<file path="src/rtl/minirisc_timer_pkg.sv">
// Register map, control/status bit positions and prescaler encoding shared by the timer files.
package minirisc_timer_pkg;

  typedef enum logic [1:0] {
    OFF_TR  = 2'd0,
    OFF_TC  = 2'd1,
    OFF_TS  = 2'd2,
    OFF_RSV = 2'd3
  } reg_off_e;

  localparam int TC_ENA   = 0;
  localparam int TC_REP   = 1;
  localparam int TC_IE    = 2;
  localparam int TC_PS_LO = 4;
  localparam int TC_PS_HI = 6;
  localparam int TS_TOUT  = 0;
  localparam int TS_ENA   = 1;

  typedef enum logic [2:0] {
    PS_DIV1     = 3'd0,
    PS_DIV16    = 3'd1,
    PS_DIV64    = 3'd2,
    PS_DIV256   = 3'd3,
    PS_DIV1K    = 3'd4,
    PS_DIV4K    = 3'd5,
    PS_DIV16K   = 3'd6,
    PS_DIV64K   = 3'd7
  } ps_e;

  // Terminal PCNT value (DIV-1) for each prescaler select.
  function automatic logic [15:0] ps_div_m1(input logic [2:0] ps);
    logic [15:0] w_lim;
    w_lim = 16'd0;
    case (ps_e'(ps))
      PS_DIV1:   w_lim = 16'd0;
      PS_DIV16:  w_lim = 16'd15;
      PS_DIV64:  w_lim = 16'd63;
      PS_DIV256: w_lim = 16'd255;
      PS_DIV1K:  w_lim = 16'd1023;
      PS_DIV4K:  w_lim = 16'd4095;
      PS_DIV16K: w_lim = 16'd16383;
      PS_DIV64K: w_lim = 16'hFFFF;
      default:   w_lim = 16'd0;
    endcase
    return w_lim;
  endfunction

endpackage

</file>
<file path="src/rtl/timer_prescaler.sv">
// Prescaler: PCNT counts enabled cycles and emits a one-cycle tick every DIV of them.
// tick is combinational from PCNT/ena; clr restarts the count at the next edge.
module timer_prescaler
  import minirisc_timer_pkg::*;
(
  input  logic       clk,
  input  logic       rst,
  input  logic       ena,
  input  logic       clr,
  input  logic [2:0] ps,
  output logic       tick
);

  logic [15:0] r_pcnt;
  logic        w_last;

  assign w_last = (r_pcnt == ps_div_m1(ps));
  assign tick   = ena & w_last;

  always_ff @(posedge clk or negedge rst) begin
    if (!rst) begin
      r_pcnt <= '0;
    end else if (clr || tick) begin
      r_pcnt <= '0;
    end else if (ena) begin
      r_pcnt <= r_pcnt + 16'd1;
    end
  end

endmodule

</file>
<file path="src/rtl/minirisc_timer.sv">
// MiniRISC bus timer: 8-bit reloadable down-counter with prescaler and clear-on-read timeout.
// Writes land on the wr edge, reads are zero-latency combinational; the bus is never stalled.
module minirisc_timer
  import minirisc_timer_pkg::*;
#(
  parameter logic [7:0] BASEADDR = 8'h80
) (
  input  logic       clk,
  input  logic       rst,
  input  logic [7:0] s_mst2slv_addr,
  input  logic       s_mst2slv_wr,
  input  logic       s_mst2slv_rd,
  input  logic [7:0] s_mst2slv_data,
  output logic [7:0] s_slv2mst_data,
  output logic       irq
);

  logic [7:0] r_limit;
  logic [7:0] r_cnt;
  logic       r_ena;
  logic       r_rep;
  logic       r_ie;
  logic [2:0] r_ps;
  logic       r_tout;

  logic       w_sel;
  reg_off_e   w_off;
  logic       w_wr_tr;
  logic       w_wr_tc;
  logic       w_rd_ts;
  logic       w_tick;
  logic       w_tick_eff;
  logic       w_tmo;

  assign w_sel   = (s_mst2slv_addr[7:2] == BASEADDR[7:2]);
  assign w_off   = reg_off_e'(s_mst2slv_addr[1:0]);
  assign w_wr_tr = s_mst2slv_wr & w_sel & (w_off == OFF_TR);
  assign w_wr_tc = s_mst2slv_wr & w_sel & (w_off == OFF_TC);
  // A simultaneous wr turns the transfer into a write, so it must not clear TOUT.
  assign w_rd_ts = s_mst2slv_rd & ~s_mst2slv_wr & w_sel & (w_off == OFF_TS);

  timer_prescaler u_prescaler (
    .clk  (clk),
    .rst  (rst),
    .ena  (r_ena),
    .clr  (w_wr_tr | w_wr_tc),
    .ps   (r_ps),
    .tick (w_tick)
  );

  // Register writes override a coincident tick: no decrement, no timeout.
  assign w_tick_eff = w_tick & ~w_wr_tr & ~w_wr_tc;
  assign w_tmo      = w_tick_eff & (r_cnt == 8'd0);

  always_ff @(posedge clk or negedge rst) begin
    if (!rst) begin
      r_limit <= '0;
      r_cnt   <= '0;
    end else if (w_wr_tr) begin
      r_limit <= s_mst2slv_data;
      r_cnt   <= s_mst2slv_data;
    end else if (w_tmo) begin
      if (r_rep) r_cnt <= r_limit;
    end else if (w_tick_eff) begin
      r_cnt <= r_cnt - 8'd1;
    end
  end

  always_ff @(posedge clk or negedge rst) begin
    if (!rst) begin
      r_ena <= 1'b0;
      r_rep <= 1'b0;
      r_ie  <= 1'b0;
      r_ps  <= '0;
    end else if (w_wr_tc) begin
      r_ena <= s_mst2slv_data[TC_ENA];
      r_rep <= s_mst2slv_data[TC_REP];
      r_ie  <= s_mst2slv_data[TC_IE];
      r_ps  <= s_mst2slv_data[TC_PS_HI:TC_PS_LO];
    end else if (w_tmo && !r_rep) begin
      r_ena <= 1'b0;
    end
  end

  // Set beats clear-on-read so a timeout coinciding with a TS read is not lost.
  always_ff @(posedge clk or negedge rst) begin
    if (!rst) begin
      r_tout <= 1'b0;
    end else if (w_wr_tr) begin
      r_tout <= 1'b0;
    end else if (w_tmo) begin
      r_tout <= 1'b1;
    end else if (w_rd_ts) begin
      r_tout <= 1'b0;
    end
  end

  always_comb begin
    s_slv2mst_data = '0;
    if (s_mst2slv_rd && w_sel) begin
      case (w_off)
        OFF_TR: s_slv2mst_data = r_cnt;
        OFF_TC: begin
          s_slv2mst_data[TC_ENA]            = r_ena;
          s_slv2mst_data[TC_REP]            = r_rep;
          s_slv2mst_data[TC_IE]             = r_ie;
          s_slv2mst_data[TC_PS_HI:TC_PS_LO] = r_ps;
        end
        OFF_TS: begin
          s_slv2mst_data[TS_TOUT] = r_tout;
          s_slv2mst_data[TS_ENA]  = r_ena;
        end
        default: s_slv2mst_data = '0;
      endcase
    end
  end

  assign irq = r_tout & r_ie;

endmodule

</file>
<file path="config.mk">
export PLATFORM = sky130hd
export DESIGN_NAME = minirisc_timer
export DESIGN_NICKNAME = d
export VERILOG_FILES = /design/src/rtl/minirisc_timer_pkg.sv /design/src/rtl/timer_prescaler.sv /design/src/rtl/minirisc_timer.sv
export SDC_FILE = /design/constraint.sdc
export NUM_CORES = 1
export LEC_CHECK = 0
export CORE_ASPECT_RATIO = 0.5
export CORE_UTILIZATION = 45
export CTS_CLUSTER_DIAMETER = 150
export CTS_CLUSTER_SIZE = 20
export DETAILED_ROUTE_END_ITERATION = 6
export PLACE_DENSITY = 0.68
export SLEW_MARGIN = 20
export SYNTH_ARGS = -nofsm -noshare
export SYNTH_HDL_FRONTEND = slang
export SYNTH_SLANG_ARGS = --single-unit
export TNS_END_PERCENT = 1
</file>
<file path="constraint.sdc">
create_clock -name clk -period 3.58 [get_ports clk]
set_input_delay 0.537 -clock clk [delete_from_list [all_inputs] [get_ports clk]]
set_output_delay 0.537 -clock clk [all_outputs]
set_load 0.01 [all_outputs]
</file>
# Yosys cells after proc, flatten, opt, wreduce, memory -nomap -nowiden
# Memories as Yosys holds them, arrays and structs flattened.
# Cells that the tools add are included.
# W data, S select, Z words.
[classes]
n_addsub = 2
n_eq_ne = 5
n_mux = 17
bitwise = 15
reduce_logical = 11
[ops]
columns = ["operator", "n"]
rows = [
  ["$mux W8", 5],
  ["$mux W16", 2],
  ["$add A16 B1 Y16 const B", 1],
  ["$eq A16 B16 Y1", 1],
  ["$and A1 B1 Y1", 11],
  ["$logic_not A8 Y1", 1],
  ["$sub A8 B1 Y8 const B", 1],
  ["$mux W1", 7],
  ["$eq A6 B6 Y1 const B", 1],
  ["$pmux W2 S3", 1],
  ["$pmux W3 S2", 1],
  ["$reduce_bool A3 Y1", 2],
  ["$reduce_bool A2 Y1", 2],
  ["$ne A3 B3 Y1 const B", 1],
  ["$not A1 Y1", 3],
  ["$eq A2 B1 Y1 const B", 1],
  ["$eq A2 B2 Y1 const B", 1],
  ["$logic_and A1 B1 Y1", 2],
  ["$logic_not A2 Y1", 1],
  ["$pmux W1 S2", 1],
  ["$reduce_and A2 Y1", 1],
  ["$logic_not A1 Y1", 1],
  ["$logic_or A1 B1 Y1", 1],
  ["$or A1 B1 Y1", 1],
]
[totals]
reg_bits = 39
romBits = 128
input_bits = 20
output_inout_bits = 9
memories = 1
[memory_table]
columns = ["name", "words", "width", "read_ports", "rd_ports_with_merged_regs", "wr", "line", "rtl"]
rows = [
  ["(no name shown)", 8, 16, 1, 0, 0, "minirisc_timer_pkg.sv:34", "case (ps_e'(ps))"],
]

# Logic depth before layout (Yosys ltp)
[logic_depth]
depth_word = 10
depth_mapped = 8
ltp_nobuf = 7

# Modules after synthesis
# Synthesis repeated with hierarchy kept, for this count alone.
[unflattened]
hier_cells = 273
area_unflattened_um2 = 2439.8
[modules_own_cells]
columns = ["mod", "instances", "cells_per_inst", "area_each_um2", "seq_area_each_um2"]
rows = [
  ["minirisc_timer", 1, 161, 1408.9, 575.6],
  ["timer_prescaler", 1, 112, 1031.0, 400.4],
]

# Worst setup path before layout
# No wires, ideal clock.
[synth_path]
kind = "in2out"
startpoint = "input port s_mst2slv_addr[3]"
endpoint = "output port s_slv2mst_data[3]"
arrival_ps = 2010
slack_ps = 1033
path_stages = 6
path_buffers = 0
path_cell_list = "or4_1 > nor3b_1 > nand2_1 > or2_1 > nor2_1 > and2_1"
[synth_between]
elab_chain_cells = 3
[synth_rtl]
columns = ["element", "line", "rtl"]
rows = [
  ["start: declaration", "minirisc_timer.sv:10", "input logic [7:0] s_mst2slv_addr,"],
  ["$eq A6 B6 Y1", "minirisc_timer.sv:35", "assign w_sel = (s_mst2slv_addr[7:2] == BASEADDR[7:2]);"],
  ["$logic_and A1 B1 Y1", "minirisc_timer.sv:100", "if (s_mst2slv_rd && w_sel) begin"],
  ["$mux W8", "minirisc_timer.sv:100", ""],
  ["end: declaration", "minirisc_timer.sv:14", "output logic [7:0] s_slv2mst_data,"],
]
# No other way between the ends.

# Final worst setup path
[layout_path]
startpoint = "input port s_mst2slv_addr[3]"
endpoint = "output port s_slv2mst_data[7]"
# Same word-level chain as after synthesis.

==> reports/qor_table.md <==
| Item | Reported |
|:---|:---|
| Run status | finished clean |
| Count of synthesis-stage warnings from yosys | 0 |
| Minimum clock period after layout | 3.42 ns |
| Launching point of the worst reg2reg path | u_prescaler.r_pcnt[2]$_DFFE_PN0P_ |
| Maximum number of pins on one net before global-route repair | 40 |
| Num rows | 17 |
| Antenna diode instance count | 0 |
| Power per unit of standard cell area | 461 mW/mm^2 |
| Clock root buffer | clkbuf_8 |
| Remaining antenna violation count after routing | 0 |
| Core area | 0.00464 mm^2 |
| Initial Util | 49.3% |
| Commonest non-fill, non-tap cell in the layout | nor2_1 |
| Number of placed cells counting well taps | 347 |
| Clock latency on the worst-skew pair | 0.29 ns |
| Cells after synthesis | 258 |
| Number of clock sinks | 39 |
| Mapped Area | 0.00228 mm^2 |
| Synth async-reset ratio | 100% |
| Final routed wire length divided by cell count | 14.3 um |
| TritonCTS Buffers | 5 |
| Final routed wirelength across all metal layers | 5050 um |
| Fin nets | 311 |
| Hold bufs inserted after CTS | 0 |
| Complex-gate fraction of the synthesized area | 11.3% |
| Post-route clock period utilization | 95.5% |
| Clock input transition at the sequential cells of the worst setup and hold paths | 0.07 ns |
| Count of non-filler cells in the finished layout | 354 |
| Ys flop type | dfrtp_1 |
| Remaining global-route overflow | 0 |
| Total number of vias | 1950 |
| Number of DRC markers in iteration 0 | 91 |
| Sequential share of the synthesized area | 42.7% |
| Grt met1 use | 30.8% |
| Synthesized net count | 280 |
| Residual DRC count | 0 |
| CP max FO | 5 |
| Via count of the first global-routing pass | 1842 |
| Number of distinct library cell variants in the gate-level netlist after synthesis | 42 |
| Wire length of the first global-routing pass | 8840 um |
| Sw frac | 34.9% |
| Detailed placer's ending HPWL | 3710 um |
| Area growth from synthesis to final layout | 19.2% |
| Syn_area_per_cell | 8.86 um^2 |
| Longest Clk Path Bufs | 2 |
| Tightest Pin Transition | 0.875 ns |
| Critical path type | primary input to output port |
| Sequential group share of total power | 46.0% |
| Number of filler cells placed in the layout | 434 |
| Most used routing layer in global routing | met2 |
| Post-synthesis xor/xnor area fraction | 6.52% |
| Kind of start point of the critical path | primary input |
| Number of levels in the clock H-tree | 2 |
| Standby leakage power | 1.25 nW |
| Final weighted congestion of routability-driven global placement | 0.811 |
| Die Y | 52.4 um |
| Crit path capture type | output port |
| Max Slew Vio Count | 0 |
| CTS tree | built |
| Met2 track demand over resource in global routing | 34.8% |
| Peak supply drop | 256 uV |
| Pint | 0.000816 W |
| Ratio of cells with drive above 1 in the final layout | 8.68% |
| Number of flops mapped to enable cells by yosys | 0 |
| Commonest cells after routing, fill and taps aside | 43 x nor2_1, 39 x dfrtp_1, 31 x nand2_1, 27 x clkdlybuf4s50_1, 17 x o21ai_0 |
| I/O Pins | 29 |
| Number of hold-slack violations in the final timing report | 0 |
| Clock power frac | 21.8% |
| Number of buffer cells added on primary ports | 28 |
| Initial antenna violation count | 0 |
| Overall die area | 0.00538 mm^2 |
| Number of iterations in the first detailed-routing pass | 4 |
| Clock skew after layout | 0.00242 ns |
| Worst setup path startpoint | s_mst2slv_addr[3] |
| Main combinational cell family by area after synthesis | simple AND/OR/NAND/NOR gates |
| Setup repair after global routing missed its margin | no |
| CP required | 3.04 ns |
| Max Cap Violations | 0 |
| Met3 track utilization from global routing | 4.40% |
| Setup TNS after final layout | 0 ns |
| Data arrival, critical path | 2.88 ns |
| Total routing usage reported by global routing | 22.0% |
| Net switching power figure | 0.000438 W |
| Flip-flop and latch count after synthesis | 39 |
| Chip width | 103 um |
| Multiplexer area fraction after synthesis | 9.53% |
| Fraction of power consumed by combinational cells | 32.2% |
| Area share of fa/ha/maj cells after synthesis | 1.10% |
| Worst-case headroom to the max-slew limit | 41.7% |
| Post-detailed-route via-to-cell ratio | 5.51 |
| Area fraction in and, or, nand and nor cells after synthesis | 25.7% |
| Final-report setup violation count | 0 |
| Worst Hold Class | primary input to asynchronous set/reset pin |
| Maximum operating frequency | 293 MHz |
-- metrics by stage --
| step | area (um^2) | utilization (%) | setup slack (ns) | power, W | hold slack (ns) |
|---|---|---|---|---|---|
| 2_1_floorplan | 2280 | - | 1.03 | 0.000862 | 0.241 |
| 3_3_place_gp | 2640 | 56.8 | 0.103 | 0.000973 | 0.445 |
| 3_5_place_dp | 2640 | 56.8 | 0.00272 | 0.000988 | 0.451 |
| 4_1_cts | 2710 | 58.5 | 0.0744 | 0.00126 | 0.387 |
| 5_1_grt | 2720 | 58.7 | 0.0279 | 0.00134 | 0.433 |
| 6_report | 2720 | 58.7 | 0.161 | 0.00125 | 0.358 |
-- Yosys cell counts, drive strengths merged (6+ instances only) --
| cell | count | area share [%] |
|---|---|---|
| nor2 | 43 | 7.1 |
| dfrtp | 39 | 43 |
| nand2 | 31 | 5.1 |
| o21ai | 18 | 3.9 |
| mux2i | 15 | 6.6 |
| nand3 | 10 | 2.4 |
| inv | 9 | 1.5 |
| xor2 | 9 | 3.5 |
| or4 | 8 | 2.8 |
| xnor2 | 8 | 3.1 |
| a21oi | 6 | 1.3 |
| clkbuf | 6 | 0.99 |
| mux2 | 6 | 3.0 |
-- worst max-delay path, cell delays in order --
cell and delay [ns]:
clkdlybuf4s50_1 0.39, or4_1 0.57, nor3b_2 0.22, nand2_1 0.11, or2_4 0.27, nor2_1 0.11, and2_1 0.14, clkdlybuf4s50_1 0.52
-- power groups by stage --
| stage | logic [W] | registers [W] | clock network (W) |
|---|---|---|---|
| after floorplan | 0.000308 | 0.000554 | 0 |
| after global routing | 0.000460 | 0.000585 | 0.000297 |
| final | 0.000404 | 0.000577 | 0.000274 |
| after global placement | 0.000393 | 0.000580 | 0 |
| after detailed placement | 0.000405 | 0.000583 | 0 |
| after CTS | 0.000407 | 0.000575 | 0.000280 |
-- flip-flops by register name, indices dropped and copies added (netlist names) --
register,count
r_ie,1
r_limit,8
r_cnt,8
r_ps,3
r_ena,1
u_prescaler.r_pcnt,16
r_tout,1
r_rep,1
-- metal layers --
metal | share of wire [%] | vias up
met5 | 0 | -
met4 | 0.97 | 0
met3 | 2.4 | 6
met2 | 44 | 27
met1 | 52 | 945
li1 | - | 972
-- cell type report --
cell class                 instances  area (um^2)  share of cell area [%]
tap                               66         82.6                    3.03
multi-input combinational        201         1240                    45.7
clock buffer                       6         72.6                    2.67
inverter                           9         33.8                    1.24
sequential                        39          976                    35.8
timing repair buffer              33          313                    11.5
-- path summary, 6_finish.rpt --
| check | slack [ns] | to | cells past startpoint |
|---|---|---|---|
| worst max-delay path | 0.16 | s_slv2mst_data[7] | 8 |
| worst min-delay path | 0.36 | r_limit[0]$_DFFE_PN0P_ | 1 |
| worst max register to register | 0.91 | r_cnt[2]$_DFFE_PN0P_ | 6 |
| worst min register to register | 0.47 | r_limit[7]$_DFFE_PN0P_ | 2 |
| max in group asynchronous | 2.67 | u_prescaler.r_pcnt[8]$_DFFE_PN0P_ | 1 |
| min in group clk | 0.47 | r_limit[7]$_DFFE_PN0P_ | 2 |
-- cells by family (layout without fill, tap and decap cells) --
group	after synthesis	in the layout
muxes	21	21
and+or+nand+nor	121	121
DFF	39	39
adders and majority gates	2	2
AOI/OAI and AO/OA	40	40
xor gates and xnor gates	17	17
buffers and inverters	18	48
-- repair_timing --
action                     4_1_cts  5_1_grt
pin swaps                        0        1
setup buffers                    0        1
setup endpoints to repair        2        2
resized for setup                1        1
No activity file was read; power rests on OpenSTA's default activity.
